<file path="config.mk">
export PLATFORM = sky130hd
export DESIGN_NAME = bcd_entry
export DESIGN_NICKNAME = d
export VERILOG_FILES = /design/src/rtl/bcd_entry_pkg.sv /design/src/rtl/bcd_entry_btn_debounce.sv /design/src/rtl/bcd_entry.sv
export SDC_FILE = /design/constraint.sdc
export NUM_CORES = 1
export LEC_CHECK = 0
export CAP_MARGIN = 20
export CELL_PAD_IN_SITES_DETAIL_PLACEMENT = 0
export CELL_PAD_IN_SITES_GLOBAL_PLACEMENT = 1
export CORE_ASPECT_RATIO = 0.6
export CORE_UTILIZATION = 25
export CTS_CLUSTER_DIAMETER = 50
export CTS_CLUSTER_SIZE = 30
export DETAILED_ROUTE_END_ITERATION = 6
export GPL_TIMING_DRIVEN = 1
export PLACE_DENSITY = 0.59
export SETUP_SLACK_MARGIN = 0.15
export SYNTH_ARGS = -nofsm -noshare
export SYNTH_HDL_FRONTEND = slang
export SYNTH_SLANG_ARGS = --single-unit
</file>
<file path="constraint.sdc">
create_clock -name clk -period 2.2 [get_ports clk]
set_clock_uncertainty 0.15 [all_clocks]
set_input_delay 0.44 -clock clk [delete_from_list [all_inputs] [get_ports clk]]
set_output_delay 0.44 -clock clk [all_outputs]
set_load 0.02 [all_outputs]
</file>
<file path="src/rtl/bcd_entry_pkg.sv">
// Shared types, constants and the reverse double-dabble step for bcd_entry.
package bcd_entry_pkg;

  typedef enum logic [1:0] {
    IDLE    = 2'd0,
    CONVERT = 2'd1,
    DONE    = 2'd2
  } state_e;

  localparam int BCD_DIGITS = 3;
  localparam int BIN_W      = 10;
  localparam int OUT_W      = 8;
  localparam int CONV_ITERS = 10;
  localparam int SR_W       = BCD_DIGITS * 4 + BIN_W;

  // One reverse double-dabble iteration: shift right, then pull every
  // BCD nibble that reached 8 or more back down by 3 (4-bit modulo).
  function automatic logic [SR_W-1:0] rdd_step(input logic [SR_W-1:0] sr);
    logic [SR_W-1:0] t;
    t = sr >> 1;
    for (int d = 0; d < BCD_DIGITS; d++) begin
      if (t[BIN_W + 4*d + 3 -: 4] >= 4'd8)
        t[BIN_W + 4*d + 3 -: 4] = t[BIN_W + 4*d + 3 -: 4] - 4'd3;
    end
    return t;
  endfunction

endpackage

</file>
<file path="src/rtl/bcd_entry_btn_debounce.sv">
// Button conditioner: 2-FF synchronizer, stability counter and a one-cycle
// event on each accepted press (rising edge of the stable level).
module btn_debounce #(
  parameter int DEBOUNCE_CYCLES = 100_000,
  parameter int CNT_W           = 17
) (
  input  logic clk,
  input  logic rst,
  input  logic btn,
  output logic evt
);

  localparam logic [CNT_W-1:0] CNT_LAST = CNT_W'(DEBOUNCE_CYCLES - 1);

  logic             sync1;
  logic             sync2;
  logic             stable;
  logic             stable_q;
  logic [CNT_W-1:0] cnt;

  // Synchronize, then accept a new level only after it has held long enough.
  always_ff @(posedge clk) begin
    if (rst) begin
      sync1    <= 1'b0;
      sync2    <= 1'b0;
      stable   <= 1'b0;
      stable_q <= 1'b0;
      cnt      <= '0;
    end else begin
      sync1    <= btn;
      sync2    <= sync1;
      stable_q <= stable;
      if (sync2 != stable) begin
        if (cnt == CNT_LAST) begin
          stable <= sync2;
          cnt    <= '0;
        end else begin
          cnt <= cnt + CNT_W'(1);
        end
      end else begin
        cnt <= '0;
      end
    end
  end

  // Only presses matter; releases are debounced but produce no event.
  assign evt = stable & ~stable_q;

endmodule

</file>
<file path="src/rtl/bcd_entry.sv">
// Three-button decimal entry with BCD-to-binary conversion.
// Output handshake: value_valid is a one-cycle strobe with no ready; the
// consumer must capture value (held until the next good conversion) on it.
module bcd_entry
  import bcd_entry_pkg::*;
#(
  parameter int DEBOUNCE_CYCLES = 100_000,
  parameter int CNT_W           = 17
) (
  input  logic             clk,
  input  logic             rst,
  input  logic             btn_inc,
  input  logic             btn_sel,
  input  logic             btn_enter,
  output logic [11:0]      bcd,
  output logic [1:0]       digit_sel,
  output logic [OUT_W-1:0] value,
  output logic             value_valid,
  output logic             overflow,
  output logic             busy,
  output logic [1:0]       state_dbg
);

  localparam logic [3:0] ITER_LAST = 4'(CONV_ITERS - 1);

  logic inc_evt;
  logic sel_evt;
  logic enter_evt;

  state_e          state;
  state_e          state_d;
  logic [SR_W-1:0] sr;
  logic [3:0]      iter;
  logic            res_ovf;
  logic [3:0]      cur_nib;
  logic [3:0]      nxt_nib;
  logic [11:0]     bcd_inc;

  btn_debounce #(.DEBOUNCE_CYCLES(DEBOUNCE_CYCLES), .CNT_W(CNT_W)) u_db_inc (
    .clk(clk), .rst(rst), .btn(btn_inc), .evt(inc_evt)
  );
  btn_debounce #(.DEBOUNCE_CYCLES(DEBOUNCE_CYCLES), .CNT_W(CNT_W)) u_db_sel (
    .clk(clk), .rst(rst), .btn(btn_sel), .evt(sel_evt)
  );
  btn_debounce #(.DEBOUNCE_CYCLES(DEBOUNCE_CYCLES), .CNT_W(CNT_W)) u_db_enter (
    .clk(clk), .rst(rst), .btn(btn_enter), .evt(enter_evt)
  );

  // Result above 255 cannot be presented on the 8-bit value bus.
  assign res_ovf = |sr[BIN_W-1:OUT_W];

  // Selected digit incremented with 9 -> 0 wrap, other digits untouched.
  always_comb begin
    cur_nib = 4'd0;
    bcd_inc = bcd;
    case (digit_sel)
      2'd0:    cur_nib = bcd[3:0];
      2'd1:    cur_nib = bcd[7:4];
      default: cur_nib = bcd[11:8];
    endcase
    nxt_nib = (cur_nib >= 4'd9) ? 4'd0 : cur_nib + 4'd1;
    case (digit_sel)
      2'd0:    bcd_inc[3:0]  = nxt_nib;
      2'd1:    bcd_inc[7:4]  = nxt_nib;
      default: bcd_inc[11:8] = nxt_nib;
    endcase
  end

  // State register.
  always_ff @(posedge clk) begin
    if (rst) state <= IDLE;
    else     state <= state_d;
  end

  // Next state and the status strobes that depend only on state.
  always_comb begin
    state_d     = state;
    busy        = 1'b0;
    value_valid = 1'b0;
    case (state)
      IDLE:    if (enter_evt) state_d = CONVERT;
      CONVERT: begin
        busy = 1'b1;
        if (iter == ITER_LAST) state_d = DONE;
      end
      DONE: begin
        value_valid = ~res_ovf;
        state_d     = IDLE;
      end
      default: state_d = IDLE;
    endcase
  end

  assign state_dbg = state;

  // Digit editing in IDLE (enter > sel > inc), conversion and result capture.
  always_ff @(posedge clk) begin
    if (rst) begin
      bcd       <= '0;
      digit_sel <= '0;
      sr        <= '0;
      iter      <= '0;
      value     <= '0;
      overflow  <= 1'b0;
    end else begin
      case (state)
        IDLE: begin
          if (enter_evt) begin
            sr   <= {bcd, {BIN_W{1'b0}}};
            iter <= '0;
          end else if (sel_evt) begin
            digit_sel <= (digit_sel == 2'd2) ? 2'd0 : digit_sel + 2'd1;
          end else if (inc_evt) begin
            bcd <= bcd_inc;
          end
        end
        CONVERT: begin
          sr   <= rdd_step(sr);
          iter <= iter + 4'd1;
        end
        DONE: begin
          if (!res_ovf) value <= sr[OUT_W-1:0];
          overflow <= res_ovf;
        end
        default: ;
      endcase
    end
  end

endmodule

</file>
==> metrics.md, run 1 <==
| Metric | Value |
|---|---|
| Largest net degree at the start of global routing | 23 |
| RR Startpoint | digit_sel[0]$_SDFFE_PP0P_ |
| Final instance area | slightly above 6000 µm² |
| Aggregate routed wire length | about 11 mm |
| Max-cap viol count | 0 |
| Critical path type | reg2reg |
| Clk slew on worst S/H paths | around 50 ps |
| Setup violators final | 0 |
| Initial antenna violation count | 1 |
| Post-synthesis cell type count | 46 |
| DP HPWL | 7.750 mm |
| Area growth, synth to finish | 26.04% |
| Setup TNS | 0 ps |
| Remaining routing DRC violations | 0 |
| Final Hold Fails | 0 |
| Avg WL per Cell | roughly 13 µm |
| DRT antenna net count | 0 |
| # diodes | 0 |
| Post-synth top cells | 114 x dfxtp_1, 100 x nor2_1, 43 x nand2_1 |
| Worst min-delay path category | in2reg |
| Count leader, synth | dfxtp_1 |
| Post-Syn Area | 4823 µm² |
| Pwr per Cell Area | 765.9 nW/µm² |
| Root Driver | clkbuf_16 |
| Critical Path Sink Type | flip-flop |
| First-pass GRT wire length | 18.11 mm |
| Total GRT Usage | 0.1181 |
| Core area | between 15,000 and 20,000 µm² |
| Cts bufs inserted | 17 |
| Main flop type after synthesis | dfxtp_1 |
| Final hold slack | around 280 ps |
| Slowest-stage cell, CP | dfxtp_4 |
| RSZ-0062 raised after global routing | yes |
| Area leader, netlist | dfxtp_1 |
| Slew HR | 0.6304 |
| Pwr Total | 4.656 mW |
| Seq/Total Area, Yosys | 0.4732 |
| R2R Setup Slk | 160 ps |
| Seq. cell area | ~2300 µm² |
| I/O Buffers | 31 |
| Die Wd | 181.3 µm |
| Worst slew pin tran | 550.2 ps |
| Top-area cell type share of the netlist area | 0.4732 |
| Post-synth EDFFs | 0 |
| Switching Fraction | 0.1974 |
| Mean Syn Cell Area | 8.932 µm² |
| Worst setup SP type | flip-flop |
| Placer's final routability congestion estimate | 0.7936 |
| Initial Util | 0.2608 |
| Vias | 3,715 |
| H-tree depth | 4 |
| Leakage | 2.284 nW |
| Congestion Overflow GR | 0 |
| Yosys warns | 0 |
| Gate power share | 0.011 |
| Die height | 109.6 µm |
| CP Data Arrival Time | 2220 ps |
| Sequential power share | 0.446 |
| TritonCTS Sinks | 114 |
| Clock Latency Late Sink | approximately 400 ps |
| Outcome | finished, final reports clean |
| Vias in the first global route | 3,457 |
| Layout cells sized above 1 | 0.1221 |
| Core Rows | 38 |
| Minimum clock period | 2043 ps |
| Longest Clk Path Bufs | 2 |
| Fmax | 0.4896 GHz |
| # fillers | 1,901 |
| Cell Chain, Critical Path | mux2_4 > mux2i_4 > ha_2 > nor3b_2 > a22oi_2 > a21oi_2 > mux2i_1 > nor2_1 |
| Fin crit share | 0.9285 |
| Sw power | 0.9193 mW |
| Critical Path Source | digit_sel[0]$_SDFFE_PP0P_ |
| Yosys reg bits | 114 |
| Internal | about 3.7 mW |
| Final net count | approximately 600 |
| DR iter-0 viols | 288 |
| Clock network power share | 0.543 |
| Slew Limit Fails | 0 |
| Num ports | 32 |
| CP Buf/Inv Count | 0 |
| Worst ir drop on vdd | 0.4277 mV |
| Cts hold-fix bufs | 0 |
| Min-delay src | rst |
| CTS tree | done |
| Synth top area cells | dfxtp_1 47%, nor2_1 7.8%, xor2_1 6.7%, nand2_1 3.3%, ha_1 3.1% |
| Worst Path Required | 2380 ps |
| Placement Cell Area | 5446 µm² |
| Syn_nets | 557 |
| Die Footprint | 19,870 µm² |
| CP top delay family | multiplexers |
| Syn Inst Count | 540 |
| DR pass1 iterations | 5 |
| Via density | between 4 and 5 |
| Crit path largest cell delay | 380 ps |
| Ys async rst share | 0 |
| CP Max Fanout | 5 |
| Area of the multi-input gates | roughly 2400 µm² |
[worst register-to-register path, delay by kind of cell, from the launching register on]
family	cells	cell delay (ps)
AND/OR/NAND/NOR	2	290
AO/OA/AOI/OAI	2	330
adder cells (fa/ha/maj)	1	220
flip-flops	1	380
multiplexers	3	620
[logic make-up after synthesis]
logic type	count (synthesis)	synth area share
DFF	114	0.4732
muxes	16	0.03346
xor gates and xnor gates	53	0.09624
AOI/OAI and AO/OA	59	0.08146
and+or+nand+nor	248	0.2480
adders and majority gates	12	0.03113
buffers and inverters	38	0.03657
[registers in the layout, summed over array words and instances (netlist names), 2 cells and up]
signal / count
iter: 4
u_db_sel.cnt: 17
u_db_inc.cnt: 17
u_db_enter.cnt: 17
sr: 22
bcd: 12
value: 8
state_dbg: 2
digit_sel: 2
[timing repair]
item,in CTS,in global routing
setup buffers,2,2
endpoints found under the setup margin,21,48
gates resized for setup,17,17
pin swaps,2,2
cloned,0,0
[area by class of cell]
class | instances | area share
Timing Repair Buffer | 48 | 0.06956
Sequential cell | 114 | 0.3770
Tap cell | 240 | 0.04939
Multi-Input combinational cell | 388 | 0.4030
Inverter | 18 | 0.01111
Clock inverter | 6 | 0.009055
Clock buffer | 24 | 0.08088
[final timing paths]
check / cells past startpoint / end
worst min-delay path: 2 / u_db_sel.stable$_SDFFE_PP0P_
worst max-delay path: 8 / bcd[0]$_SDFFE_PP0P_
worst max register to register: 8 / bcd[0]$_SDFFE_PP0P_
worst min register to register: 1 / u_db_sel.sync2$_SDFF_PP0_
[power groups by stage]
stage | Sequential, mW | Combinational (mW) | Clock (mW)
after floorplan | 2.12 | 0.0336 | 0
after global placement | 2.12 | 0.0491 | 0
after detailed placement | 2.12 | 0.0495 | 0
after CTS | 2.08 | 0.0499 | 2.62
after global routing | 2.08 | 0.0561 | 2.71
final | 2.08 | 0.0503 | 2.53
[cells in the final DEF, fill, tap and decap left out, types with 2 or more instances in the layout]
| cell | instances |
|---|---|
| buf_4 | 17 |
| ha_2 | 2 |
| clkbuf_8 | 4 |
| a211oi_1 | 8 |
| clkbuf_1 | 3 |
| a222oi_1 | 2 |
| o22ai_1 | 2 |
| nor2b_1 | 13 |
| a21oi_2 | 3 |
| ha_1 | 10 |
| xor2_1 | 37 |
| dfxtp_2 | 5 |
| nand2_1 | 43 |
| dlymetal6s2s_1 | 3 |
| nor2_1 | 100 |
| and3_1 | 9 |
| clkinv_2 | 5 |
| and4_1 | 4 |
| dlygate4sd2_1 | 10 |
| and4b_1 | 2 |
| and2_1 | 7 |
| dfxtp_1 | 108 |
| o21ai_0 | 3 |
| inv_2 | 2 |
| inv_1 | 15 |
| clkdlybuf4s50_1 | 16 |
| nor4_1 | 4 |
| nand2b_1 | 5 |
| xnor2_1 | 16 |
| nand4_1 | 12 |
| clkbuf_16 | 17 |
| a22o_1 | 9 |
| a22oi_1 | 4 |
| nand3_1 | 20 |
| nor3_1 | 18 |
| mux2i_1 | 14 |
| a21oi_1 | 19 |
[metrics by stage]
step                worst slack (ps)    util  cells
global placement               139.7  0.2945    804
detailed placement             43.47  0.2945    804
floorplan                      159.4       -    540
CTS                            155.6  0.3252    836
global route                   22.94  0.3287    838
finish                         157.4  0.3287    838
[layer usage]
metal | share of wire | vias up | track usage
li1 | - | 1928 | -
met1 | 0.55 | 1729 | 0.1703
met2 | 0.39 | 52 | 0.1602
met3 | 0.051 | 4 | 0.04240
met4 | 0.0050 | 2 | 0.03632
met5 | 0.0010 | - | 0
(Power assumes the default switching activity.)
==> run 2: changes to the inputs <==
--- a/config.mk
+++ b/config.mk
@@ -11,10 +11,11 @@
 export CORE_ASPECT_RATIO = 0.6
 export CORE_UTILIZATION = 25
 export CTS_CLUSTER_DIAMETER = 50
-export CTS_CLUSTER_SIZE = 30
+export CTS_CLUSTER_SIZE = 40
 export DETAILED_ROUTE_END_ITERATION = 6
+export GPL_ROUTABILITY_DRIVEN = 1
 export GPL_TIMING_DRIVEN = 1
-export PLACE_DENSITY = 0.59
+export PLACE_DENSITY = 0.47
 export SETUP_SLACK_MARGIN = 0.15
 export SYNTH_ARGS = -nofsm -noshare
 export SYNTH_HDL_FRONTEND = slang
==> metrics.md, run 2 (same netlist as run 1, synthesis figures left out) <==
| Metric | Value |
|---|---|
| Outcome | finished, final reports clean (unchanged) |
| Sw power | 1.040 mW (was 0.9193 mW) |
| Clock network power share | 0.603 (was 0.543) |
| Pre-CTS WS | 78.84 ps (was 43.47 ps) |
| Internal | 4.309 mW (was 3.737 mW) |
| Worst Path Required | 2380 ps (about the same) |
| Largest register FFs | 22 (unchanged) |
| RSZ-0062 raised after global routing | yes (unchanged) |
| # fillers | 1,909 (was 1,901) |
| Core area | 18,500 µm² (unchanged) |
| DR pass1 iterations | 4 (was 5) |
| Worst slew pin tran | 710.9 ps (was 550.2 ps) |
| Die Footprint | 19,870 µm² (unchanged) |
| Cts hold-fix bufs | 0 (unchanged) |
| Die Wd | 181.3 µm (unchanged) |
| Initial antenna violation count | 0 (was 1) |
| Placed cell count | 804 (unchanged) |
| Min-delay src | rst (unchanged) |
| Pwr per Cell Area | 861.4 nW/µm² (was 765.9 nW/µm²) |
| CTS tree | done (unchanged) |
| Layout cells sized above 1 | 0.1200 (was 0.1221) |
| Final Hold Fails | 0 (unchanged) |
| Root Driver | clkbuf_16 (unchanged) |
| Setup TNS | 0 ps (unchanged) |
| Vias | 3,723 (was 3,715) |
| TritonCTS Sinks | 114 (unchanged) |
| Commonest non-fill, non-tap cells in the layout | 110 x dfxtp_1, 99 x nor2_1, 43 x nand2_1, 37 x xor2_1, 21 x nand3_1 (was 108 x dfxtp_1, 100 x nor2_1, 43 x nand2_1, 37 x xor2_1, 20 x nand3_1) |
| Critical Path Sink Type | flip-flop (unchanged) |
| CP Max Fanout | 5 (unchanged) |
| Final net count | 604 (unchanged) |
| Fin cells | 840 (was 838) |
| DRT antenna net count | 0 (unchanged) |
| Critical Path Source | digit_sel[0]$_SDFFE_PP0P_ (unchanged) |
| Avg WL per Cell | 13.51 µm (was 13.08 µm) |
| CP Data Arrival Time | 2210 ps (was 2220 ps) |
| Cts bufs inserted | 17 (unchanged) |
| H-tree depth | 4 (unchanged) |
| DR WL met3 | 307 µm (was 563 µm) |
| Worst ir drop on vdd | 0.4831 mV (was 0.4277 mV) |
| Placer's final routability congestion estimate | 0.7768 (was 0.7936) |
| Clock Latency Late Sink | 400 ps (about the same) |
| Max-cap viol count | 0 (unchanged) |
| PnR worst setup slack | 166.2 ps (was 157.4 ps) |
| Worst min-delay path category | in2reg (unchanged) |
| Area growth, synth to finish | 28.72% (was 26.04%) |
| Leakage | 2.355 nW (was 2.284 nW) |
| First-pass GRT wire length | 18.93 mm (was 18.11 mm) |
| Congestion Overflow GR | 0 (unchanged) |
| RR Startpoint | digit_sel[0]$_SDFFE_PP0P_ (unchanged) |
| Setup violators final | 0 (unchanged) |
| Slew HR | 0.5243 (was 0.6304) |
| Vias in the first global route | 3,480 (was 3,457) |
| Slew Limit Fails | 0 (unchanged) |
| DR iter-0 viols | 206 (was 288) |
| # diodes | 0 (unchanged) |
| Critical path type | reg2reg (unchanged) |
| Largest net degree at the start of global routing | 36 (was 23) |
| Gate power share | 0.009 (was 0.011) |
| Sequential power share | 0.388 (was 0.446) |
| Num ports | 32 (unchanged) |
| Fin crit share | 0.9244 (was 0.9285) |
| Remaining routing DRC violations | 0 (unchanged) |
| Largest Register | sr (unchanged) |
| Aggregate routed wire length | 11.35 mm (was 10.96 mm) |
| Fmax | 0.4917 GHz (was 0.4896 GHz) |
| Via density | 4.432 (was 4.433) |
| Core Rows | 38 (unchanged) |
| Initial Util | 0.2608 (unchanged) |
| Most common cell after layout, fill and taps aside | dfxtp_1 (unchanged) |
| Total GRT Usage | 0.1241 (was 0.1181) |
| Final instance area | 6208 µm² (was 6080 µm²) |
| Worst setup SP type | flip-flop (unchanged) |
| M1 wire length | 6.735 mm (was 6.031 mm) |
| Longest Clk Path Bufs | 2 (unchanged) |
| Die height | 109.6 µm (unchanged) |
| Clk slew on worst S/H paths | 50 ps (about the same) |
| Highest metal used | met4 (was met5) |
| DP HPWL | 8.129 mm (was 7.750 mm) |
| Placement Cell Area | 5446 µm² (unchanged) |
| Switching Fraction | 0.1944 (was 0.1974) |
| Met2 WL | 4.214 mm (was 4.299 mm) |
| I/O Buffers | 31 (unchanged) |
| Minimum clock period | 2034 ps (was 2043 ps) |
run 2: final cells by class:
| cell class | instances | area [µm²] | share of cell area |
|---|---|---|---|
| clock buffers | 20 | 466.7 | 0.07517 |
| multi-input cells | 388 | 2430 | 0.3914 |
| well taps | 240 | 300.3 | 0.04837 |
| inverters | 18 | 67.56 | 0.01088 |
| flip-flops and latches | 114 | 2290 | 0.3688 |
| repair buffers | 48 | 427.9 | 0.06892 |
| clock inverters | 12 | 226.5 | 0.03648 |
run 2: per-stage QoR:
| stage | util | hold slack (ps) | total power [mW] |
|---|---|---|---|
| global route | 0.3357 | 233.2 | 5.558 |
| floorplan | - | 263.8 | 2.152 |
| finish | 0.3357 | 222.1 | 5.348 |
| detailed placement | 0.2945 | 281.3 | 2.170 |
| global placement | 0.2945 | 272.1 | 2.171 |
| CTS | 0.3329 | 216.7 | 5.452 |
run 2: worst paths after layout:
check | slack [ps] | cells past startpoint | end
worst max register to register | 170 | 8 | bcd[9]$_SDFFE_PP0P_
worst min-delay path | 220 | 2 | u_db_inc.stable$_SDFFE_PP0P_
worst max-delay path | 170 | 8 | bcd[9]$_SDFFE_PP0P_
worst min register to register | 290 | 1 | u_db_inc.sync2$_SDFF_PP0_
run 2: metal layers:
metal | GRT usage | vias to the layer above
met5 | 0 | -
met4 | 0.05085 | 0
met3 | 0.03180 | 8
met2 | 0.1607 | 40
met1 | 0.1881 | 1744
li1 | - | 1931
run 2: worst max-delay path: stages, from the launching register on:
cell and delay [ps]:
dfxtp_4 380, mux2_4 320, mux2i_4 180, ha_2 220
nor3b_4 190, a22oi_2 120, a21oi_2 200, mux2i_1 100
nor2_1 100
run 2: repair_timing:
item	in CTS	in global routing
gates resized for setup	17	11
setup buffers	2	2
pin swaps	1	2
endpoints found under the setup margin	22	35
run 2: power groups by stage:
stage | logic (mW) | clock network (mW) | registers, mW
floorplan | 0.0336 | 0 | 2.12
global placement | 0.0518 | 0 | 2.12
detailed placement | 0.0515 | 0 | 2.12
CTS | 0.0519 | 3.33 | 2.07
global route | 0.0566 | 3.43 | 2.07
finish | 0.0501 | 3.22 | 2.07
